### config.mk
export PLATFORM = sky130hd
export DESIGN_NAME = router_fifo_pkt
export DESIGN_NICKNAME = d
export VERILOG_FILES = /design/src/rtl/router_pkg.sv /design/src/rtl/fifo_mem_2p.sv /design/src/rtl/router_fifo_pkt.sv
export SDC_FILE = /design/constraint.sdc
export NUM_CORES = 1
export LEC_CHECK = 0
export ABC_AREA = 0
export CAP_MARGIN = 5
export CORE_MARGIN = 5
export CORE_UTILIZATION = 30
export DETAILED_ROUTE_END_ITERATION = 7
export DONT_BUFFER_PORTS = 1
export SYNTH_ARGS = -nofsm -noshare
export SYNTH_HDL_FRONTEND = slang
export SYNTH_SLANG_ARGS = --single-unit
### constraint.sdc
create_clock -name clk -period 2.5 [get_ports clk]
set_clock_uncertainty 0.05 [all_clocks]
set_input_delay 0.25 -clock clk [delete_from_list [all_inputs] [get_ports clk]]
set_output_delay 0.25 -clock clk [all_outputs]
set_load 0.02 [all_outputs]
### src/rtl/router_pkg.sv
// Shared router definitions: default widths, entry layout and a clog2 helper.
package router_pkg;

    localparam int unsigned DATA_W_DEF  = 8;
    localparam int unsigned LEN_LSB_DEF = 2;
    // Stored FIFO entry is {header flag, data}.
    localparam int unsigned ENTRY_W_DEF = DATA_W_DEF + 1;

    // Ceiling log2, usable in constant expressions.
    function automatic int unsigned clog2(input int unsigned value);
        int unsigned res;
        int unsigned x;
        res = 0;
        x   = (value > 0) ? value - 1 : 0;
        while (x > 0) begin
            res = res + 1;
            x   = x >> 1;
        end
        return res;
    endfunction

endpackage

### src/rtl/fifo_mem_2p.sv
// Two-port RAM: one synchronous write port, one synchronous registered read port.
module fifo_mem_2p
    import router_pkg::*;
#(
    parameter int unsigned DEPTH = 16,
    parameter int unsigned WIDTH = ENTRY_W_DEF,
    parameter int unsigned AW    = clog2(DEPTH)
) (
    input  logic             clk,
    input  logic             clr,
    input  logic             we,
    input  logic [AW-1:0]    waddr,
    input  logic [WIDTH-1:0] wdata,
    input  logic             re,
    input  logic [AW-1:0]    raddr,
    output logic [WIDTH-1:0] rdata
);

    logic [WIDTH-1:0] mem [DEPTH];

    // Write port; storage has no reset.
    always_ff @(posedge clk) begin
        if (we) begin
            mem[waddr] <= wdata;
        end
    end

    // Read register; clr forces the visible output back to zero.
    always_ff @(posedge clk) begin
        if (clr) begin
            rdata <= '0;
        end else if (re) begin
            rdata <= mem[raddr];
        end
    end

endmodule

### src/rtl/router_fifo_pkt.sv
// Packet FIFO for one router output channel: header-tagged entries, occupancy flags,
// flush, sticky error flags and end-of-packet marking on the read side.
module router_fifo_pkt
    import router_pkg::*;
#(
    parameter  int unsigned DATA_W    = DATA_W_DEF,
    parameter  int unsigned DEPTH     = 16,
    parameter  int unsigned AF_THRESH = 14,
    parameter  int unsigned LEN_LSB   = LEN_LSB_DEF,
    localparam int unsigned AW        = clog2(DEPTH)
) (
    input  logic              clk,
    input  logic              rst,
    input  logic              soft_rst,
    input  logic              wr_en,
    input  logic              lfd_state,
    input  logic [DATA_W-1:0] din,
    input  logic              rd_en,
    output logic [DATA_W-1:0] dout,
    output logic              dout_valid,
    output logic              dout_eop,
    output logic              full,
    output logic              empty,
    output logic              almost_full,
    output logic [AW:0]       count,
    output logic              ovf_err,
    output logic              udf_err
);

    localparam int unsigned EW = DATA_W + 1;
    localparam int unsigned LW = DATA_W - LEN_LSB;
    localparam int unsigned RW = LW + 1;
    localparam logic [AW:0] FULL_CNT = (AW+1)'(DEPTH);
    localparam logic [AW:0] AF_CNT   = (AW+1)'(AF_THRESH);

    logic [AW-1:0] wr_ptr_q, rd_ptr_q;
    logic [AW:0]   count_q, count_d;
    logic [RW-1:0] rem_q, rem_d;
    logic          valid_q;
    logic          ovf_q, udf_q;
    logic [EW-1:0] rdata;
    logic          ra, wa, flush;
    logic          rd_hdr;
    logic [LW-1:0] rd_len;

    assign full        = (count_q == FULL_CNT);
    assign empty       = (count_q == '0);
    assign almost_full = (count_q >= AF_CNT);
    assign count       = count_q;

    assign ra    = rd_en & ~empty;
    assign wa    = wr_en & (~full | ra);
    assign flush = rst | soft_rst;

    fifo_mem_2p #(
        .DEPTH (DEPTH),
        .WIDTH (EW),
        .AW    (AW)
    ) u_mem (
        .clk   (clk),
        .clr   (flush),
        .we    (wa & ~flush),
        .waddr (wr_ptr_q),
        .wdata ({lfd_state, din}),
        .re    (ra & ~flush),
        .raddr (rd_ptr_q),
        .rdata (rdata)
    );

    assign rd_hdr     = rdata[DATA_W];
    assign rd_len     = rdata[DATA_W-1:LEN_LSB];
    assign dout       = rdata[DATA_W-1:0];
    assign dout_valid = valid_q;
    // The tracker consumes each word while it is presented, so eop is aligned with dout.
    assign dout_eop   = valid_q & ~rd_hdr & (rem_q == RW'(1));
    assign ovf_err    = ovf_q;
    assign udf_err    = udf_q;

    // Next occupancy and next remaining-length for the word currently on dout.
    always_comb begin
        count_d = count_q;
        rem_d   = rem_q;
        unique case ({wa, ra})
            2'b10:   count_d = count_q + (AW+1)'(1);
            2'b01:   count_d = count_q - (AW+1)'(1);
            default: count_d = count_q;
        endcase
        if (valid_q) begin
            if (rd_hdr) begin
                // A header restarts the tracker even mid-packet.
                rem_d = {1'b0, rd_len} + RW'(1);
            end else if (rem_q != '0) begin
                rem_d = rem_q - RW'(1);
            end
        end
    end

    // Pointer, count, tracker and flag state; rst clears all, soft_rst keeps error flags.
    always_ff @(posedge clk) begin
        if (rst) begin
            wr_ptr_q <= '0;
            rd_ptr_q <= '0;
            count_q  <= '0;
            rem_q    <= '0;
            valid_q  <= 1'b0;
            ovf_q    <= 1'b0;
            udf_q    <= 1'b0;
        end else if (soft_rst) begin
            wr_ptr_q <= '0;
            rd_ptr_q <= '0;
            count_q  <= '0;
            rem_q    <= '0;
            valid_q  <= 1'b0;
        end else begin
            if (wa) wr_ptr_q <= wr_ptr_q + AW'(1);
            if (ra) rd_ptr_q <= rd_ptr_q + AW'(1);
            count_q <= count_d;
            rem_q   <= rem_d;
            valid_q <= ra;
            if (wr_en & full & ~ra) ovf_q <= 1'b1;
            if (rd_en & empty)      udf_q <= 1'b1;
        end
    end

endmodule

==> results_dict.tcl, run 1 <==
set metrics [dict create \
    grt_setup_unrepaired "false" \
    p_sw_mw 1.26 \
    synth_edf_count 144 \
    core_area_um2 24100 \
    wl_per_cell_um 19.0 \
    post_cts_resized 0 \
    hold_viol 1 \
    cts.sinks 176 \
    first_pass_iters 4 \
    worstPathCellList "or4_4 > nor2_1 > nor3_1 > buf_4 > nand2_1 > nor2_1" \
    fin_hold_ws_ns -0.00424 \
    cts_htree_levels 4 \
    status "finished with violations" \
    synth_ff_type "edfxtp_1" \
    yosysMostFrequentCell "edfxtp_1" \
    grt_pass1_wl_um 24100 \
    swShare 0.203 \
    seq_area_frac_synth 0.683 \
    numCtsBuffers 17 \
    seq_power_share 0.516 \
    die_w_um 166 \
    post_cts_buffers 0 \
    max_freq_ghz 0.429 \
    drv_slew 0 \
    async_reset_ff_frac 0 \
    endpoint "u_mem.mem[4][5]" \
    critPathLaunchType "register" \
    yosysTopAreaCellShare 0.595 \
    pwr-share-comb 0.036 \
    tightestPinTransition_ns 1.09 \
    ir_worst_vdd_mv 0.496 \
    ff2ff_path_depth 6 \
    setup_viol 0 \
    via_per_inst 4.92 \
    dieArea_um2 27400 \
    antennaDiodeCount 0 \
    globalRouteTotalUtil 0.113 \
    drc_errors 0 \
    r2r_end "u_mem.mem[4][5]" \
    path_clk_slew_ns 0.06 \
    p_int_mw 4.94 \
    finalNetCount 487 \
    clock-root-buffer "clkbuf_16" \
    ys_top_cells_by_count "144 x edfxtp_1, 37 x nor2_1, 36 x mux4_2, 32 x dfxtp_1, 18 x mux2i_1" \
    critPathKind "register to register" \
    drtAntennaViolNets 0 \
    clockBufferDepth 2 \
    p_leak_nw 2.61 \
    required_ns 2.49 \
    place_congestion 0.735 \
    fin_crit_sh 0.932 \
    synth_fp_nets 468 \
    fp-row-count 57 \
    vias 3937 \
    layout-drive-gt1-share 0.195 \
    ys_types 50 \
    ys.warnings.count 0 \
    wl_um 15200 \
    place_ws_ns 0.115 \
    critical_path_depth 6 \
    antenna_found_initial 3 \
    syn2layout_area_growth_pct 15.6 \
    hold_buffers 11 \
    avgSynthCellArea_um2 16.4 \
    min_period_ns 2.33 \
    r2r_slack_ns 0.17 \
    syn_inst 444 \
    synthesis.area_um2 7270 \
    reg2reg_from "count[2]" \
    path_buf_inv 1 \
    worstSetupStartpoint "count[2]" \
    grt_max_degree 40 \
    synth_seq_cells 176 \
    boundaryPins 34 \
    slew_headroom 0.270 \
    crit_family "simple AND/OR/NAND/NOR gates" \
    crit_path_frequent_cell "nor2_1" \
    power_mw 6.20 \
    dpl.hpwl_um 9740 \
    grt_pass1_vias 4045 \
    setup_tns_ns 0 \
    worstSkewPairLatency_ns 0.43 \
    max_stage_delay_ns 0.86 \
    io_buffers 0 \
    p_per_area_nw_per_um2 738 \
    violations "hold timing" \
    end_kind "register" \
    start_util 0.301 \
    clock_power_share 0.448 \
    drtIter0Drc 359 \
    cp_slowest_cell "nor2_1" \
    yosys-top-cells-area "edfxtp_1 60%, mux4_2 11%, dfxtp_1 8.8%, mux2i_1 2.5%, nor2_1 1.9%" \
    hp-class "primary input to register" \
    overflow 0 \
    yosysTopAreaCell "edfxtp_1" \
    cap_violations 0 \
    cp_max_fo 9 \
    dieHeight_um 166 \
    setup_slack_ns 0.169 \
    cp.arrival_ns 2.33 \
    cts_tree "done" \
]
==> power by group through the flow <==
stage	registers [mW]	clock network, mW	logic, mW
4_1_cts	3.20	2.83	0.228
2_1_floorplan	3.26	0	0.137
6_report	3.20	2.78	0.225
5_1_grt	3.20	2.97	0.247
3_5_place_dp	3.27	0	0.177
3_3_place_gp	3.26	0	0.174
==> worst min-delay path by stage <==
stage / startpoint / end / slack [ns] / cells past startpoint
floorplan: rst / ovf_err / 0.27 / 1
global placement: rst / ovf_err / 0.27 / 1
detailed placement: rst / ovf_err / 0.28 / 1
CTS: rd_en / udf_err / 0.001 / 2
global route: rd_en / udf_err / 0.01 / 2
finish: rd_en / udf_err / -0.004 / 2
==> sequential cells by signal, summed over array words and instances (netlist names) <==
register     flops
count            5
dout_valid       1
ovf_err          1
rd_ptr_q         4
rem_q            7
u_mem.mem      144
u_mem.rdata      9
udf_err          1
wr_ptr_q         4
==> through the flow <==
stage,util,cells,instance area (um2)
finish,0.349,800,8400
global route,0.349,800,8400
floorplan,-,444,7270
global placement,0.318,757,7670
detailed placement,0.318,757,7670
CTS,0.349,800,8400
==> logic make-up (layout without fill, tap and decap cells) <==
kind of cell / Yosys count / count (layout) / share of synthesized area
compound gates: 59 / 59 / 0.0563
flops: 176 / 176 / 0.683
buf+inv: 43 / 75 / 0.0310
fa+ha+maj: 10 / 10 / 0.0172
xor+xnor: 15 / 15 / 0.0181
mux: 54 / 54 / 0.136
simple gates: 87 / 87 / 0.0579
==> layout make-up <==
type                       instances  area [um2]
clock buffer                      19         433
clock inverter                    13         186
fill                            2313       15700
inverter                          11        41.3
multi-input combinational        225        2080
sequential                       176        4970
tap                              324         405
timing repair buffer              32         293
==> routing by layer <==
metal	GRT usage	wire, um	vias up
li1	-	-	1769
met1	0.147	6210	2009
met2	0.176	7250	137
met3	0.0481	1580	16
met4	0.0308	140	6
met5	0	34	-
==> cell usage in the layout (no fill, tap or decap), types with 4 or more instances in the layout <==
cell             n
bufinv_16        4
xor2_1           6
dlygate4sd3_1   11
mux4_2          36
inv_1           11
nor2_1          37
nand2_1         14
a21oi_1         10
nor3_1           8
xnor2_1          9
edfxtp_1       144
ha_1            10
mux2i_1         18
buf_4           19
o21ai_1          6
dfxtp_1         31
nand3_1          6
a31o_1           9
clkbuf_16       17
o21ai_0          4
a211oi_1         5
o22ai_1          9
Note: power is estimated with default switching activity, not from simulation.
==> run 2: changes to the inputs <==
--- a/config.mk
+++ b/config.mk
@@ -8,7 +8,7 @@
 export ABC_AREA = 0
 export CAP_MARGIN = 5
 export CORE_MARGIN = 5
-export CORE_UTILIZATION = 30
+export CORE_UTILIZATION = 35
 export DETAILED_ROUTE_END_ITERATION = 7
 export DONT_BUFFER_PORTS = 1
 export SYNTH_ARGS = -nofsm -noshare
==> constraint.sdc (replaced) <==
create_clock -name clk -period 2.9 [get_ports clk]
set_clock_uncertainty 0.05 [all_clocks]
set_input_delay 0.29 -clock clk [delete_from_list [all_inputs] [get_ports clk]]
set_output_delay 0.29 -clock clk [all_outputs]
set_load 0.02 [all_outputs]
==> run 2 against run 1 <==
Effect of this change: the run now ends clean; via count decreased by 2.4%; routed wire length is 5.7% lower; global-route usage rose by 1.3 points; clock-buffer cell count is 1 lower; register-to-register slack improved by 0.17 ns; hold slack improved by 0.081 ns; largest power group unchanged; combinational power fell by 26%.
==> results_dict.tcl, run 2 (synthesis gave the netlist of run 1 again) <==
set metrics [dict create \
    overflow 0 \
    hold_viol 0 \
    setup_viol 0 \
    place_ws_ns 0.377 \
    die_w_um 154 \
    clock-root-buffer "clkbuf_16" \
    status "finished clean" \
    dpl.hpwl_um 9300 \
    cp_max_fo 10 \
    cts_htree_levels 4 \
    cts.sinks 176 \
    placed_cell_area_um2 7630 \
    cts_tree "done" \
    place_congestion 0.754 \
    p_leak_nw 2.63 \
    dieArea_um2 23700 \
    core_area_um2 20400 \
    fin_hold_ws_ns 0.0772 \
    postLayoutCellArea_um2 8320 \
    wl_met1_um 6330 \
    antennaDiodeCount 0 \
    dieHeight_um 154 \
    power_mw 5.15 \
    drtAntennaViolNets 0 \
    numCtsBuffers 17 \
    final_cell_mix "144 x edfxtp_1, 37 x nor2_1, 36 x mux4_2" \
    setup_tns_ns 0 \
    critPathLaunchType "register" \
    clockBufferDepth 2 \
    fp-row-count 52 \
    ir_worst_vdd_mv 0.335 \
    layout-drive-gt1-share 0.202 \
    cap_violations 0 \
    finalNetCount 493 \
    boundaryPins 34 \
    worstSkewPairLatency_ns 0.42 \
    syn2layout_area_growth_pct 14.5 \
    critPathKind "register to register" \
    wl_um 14400 \
    wl_met3_um 883 \
    io_buffers 0 \
    globalRouteTotalUtil 0.126 \
    wl_per_cell_um 19.1 \
    min_period_ns 2.56 \
    via_per_inst 5.12 \
    antenna_found_initial 1 \
    post_cts_resized 0 \
    vias 3844 \
    layout.cells.non_filler 751 \
    max_freq_ghz 0.391 \
    required_ns 3.15 \
    grt_setup_unrepaired "false" \
    wl_met2_um 6990 \
    drtIter0Drc 254 \
    top_register "u_mem.mem" \
    tightestPinTransition_ns 0.930 \
    grt_max_degree 40 \
    hp-class "primary input to register" \
    start_util 0.357 \
    drc_errors 0 \
    fin_crit_sh 0.883 \
    largest_reg_flops 144 \
    drv_slew 0 \
    first_pass_iters 4 \
    mostFrequentLayoutCell "edfxtp_1" \
    dp_cells 708 \
    end_kind "register" \
    slew_headroom 0.379 \
    grt_pass1_vias 3963 \
    grt_pass1_wl_um 22700 \
    p_per_area_nw_per_um2 619 \
    final_util 0.409 \
    cp.arrival_ns 2.81 \
    setup_slack_ns 0.340 \
    largestRegisters "u_mem.mem: 144 flops, u_mem.rdata: 9 flops, rem_q: 7 flops" \
    top_layer "met5" \
    path_clk_slew_ns 0.06 \
]
run 2: changes by cell type in the layout (fill, tap and decap cells not counted), sizes merged:
cell	change
buf	+5
clkinv	+4
bufinv	-2
clkinvlp	-2
clkbuf	-1
dlygate4sd3	+1
run 2: final timing paths:
path | startpoint | end | slack [ns] | cells past startpoint
worst max register to register | count[0] | count[4] | 0.34 | 9
worst min register to register | rem_q[3] | rem_q[3] | 0.46 | 2
worst max-delay path | count[0] | count[4] | 0.34 | 9
worst min-delay path | soft_rst | udf_err | 0.08 | 3
run 2: where the power goes:
group	switching [mW]	internal (mW)	total, mW
Combinational	0.105	0.0625	0.167
Sequential	0.0314	2.74	2.78
Clock	0.937	1.27	2.20
run 2: layout make-up:
| class | instances | area [um2] |
|---|---|---|
| sequential | 176 | 4970 |
| fill | 1815 | 12000 |
| multi-input combinational | 225 | 2080 |
| inverter | 11 | 41.3 |
| clock buffer | 18 | 429 |
| timing repair buffer | 38 | 328 |
| tap | 270 | 338 |
| clock inverter | 13 | 140 |
run 2: metal layers:
layer / up-vias / GRT usage
li1: 1785 / -
met1: 1956 / 0.163
met2: 87 / 0.203
met3: 14 / 0.0402
met4: 2 / 0.0404
met5: - / 0
run 2: critical path: stages, from the launching register on:
cell and delay, ns:
dfxtp_1 0.43, or4_4 0.67, o21ai_2 0.22, xnor2_1 0.10, ha_1 0.22, o31ai_1 0.26
o2111ai_1 0.16, o311ai_1 0.12, xnor2_1 0.16, nor2_1 0.05
run 2: timing repair:
action | CTS | global route
setup buffers | 0 | 0
hold buffers | 12 | 0
hold endpoints to repair | 146 | 0
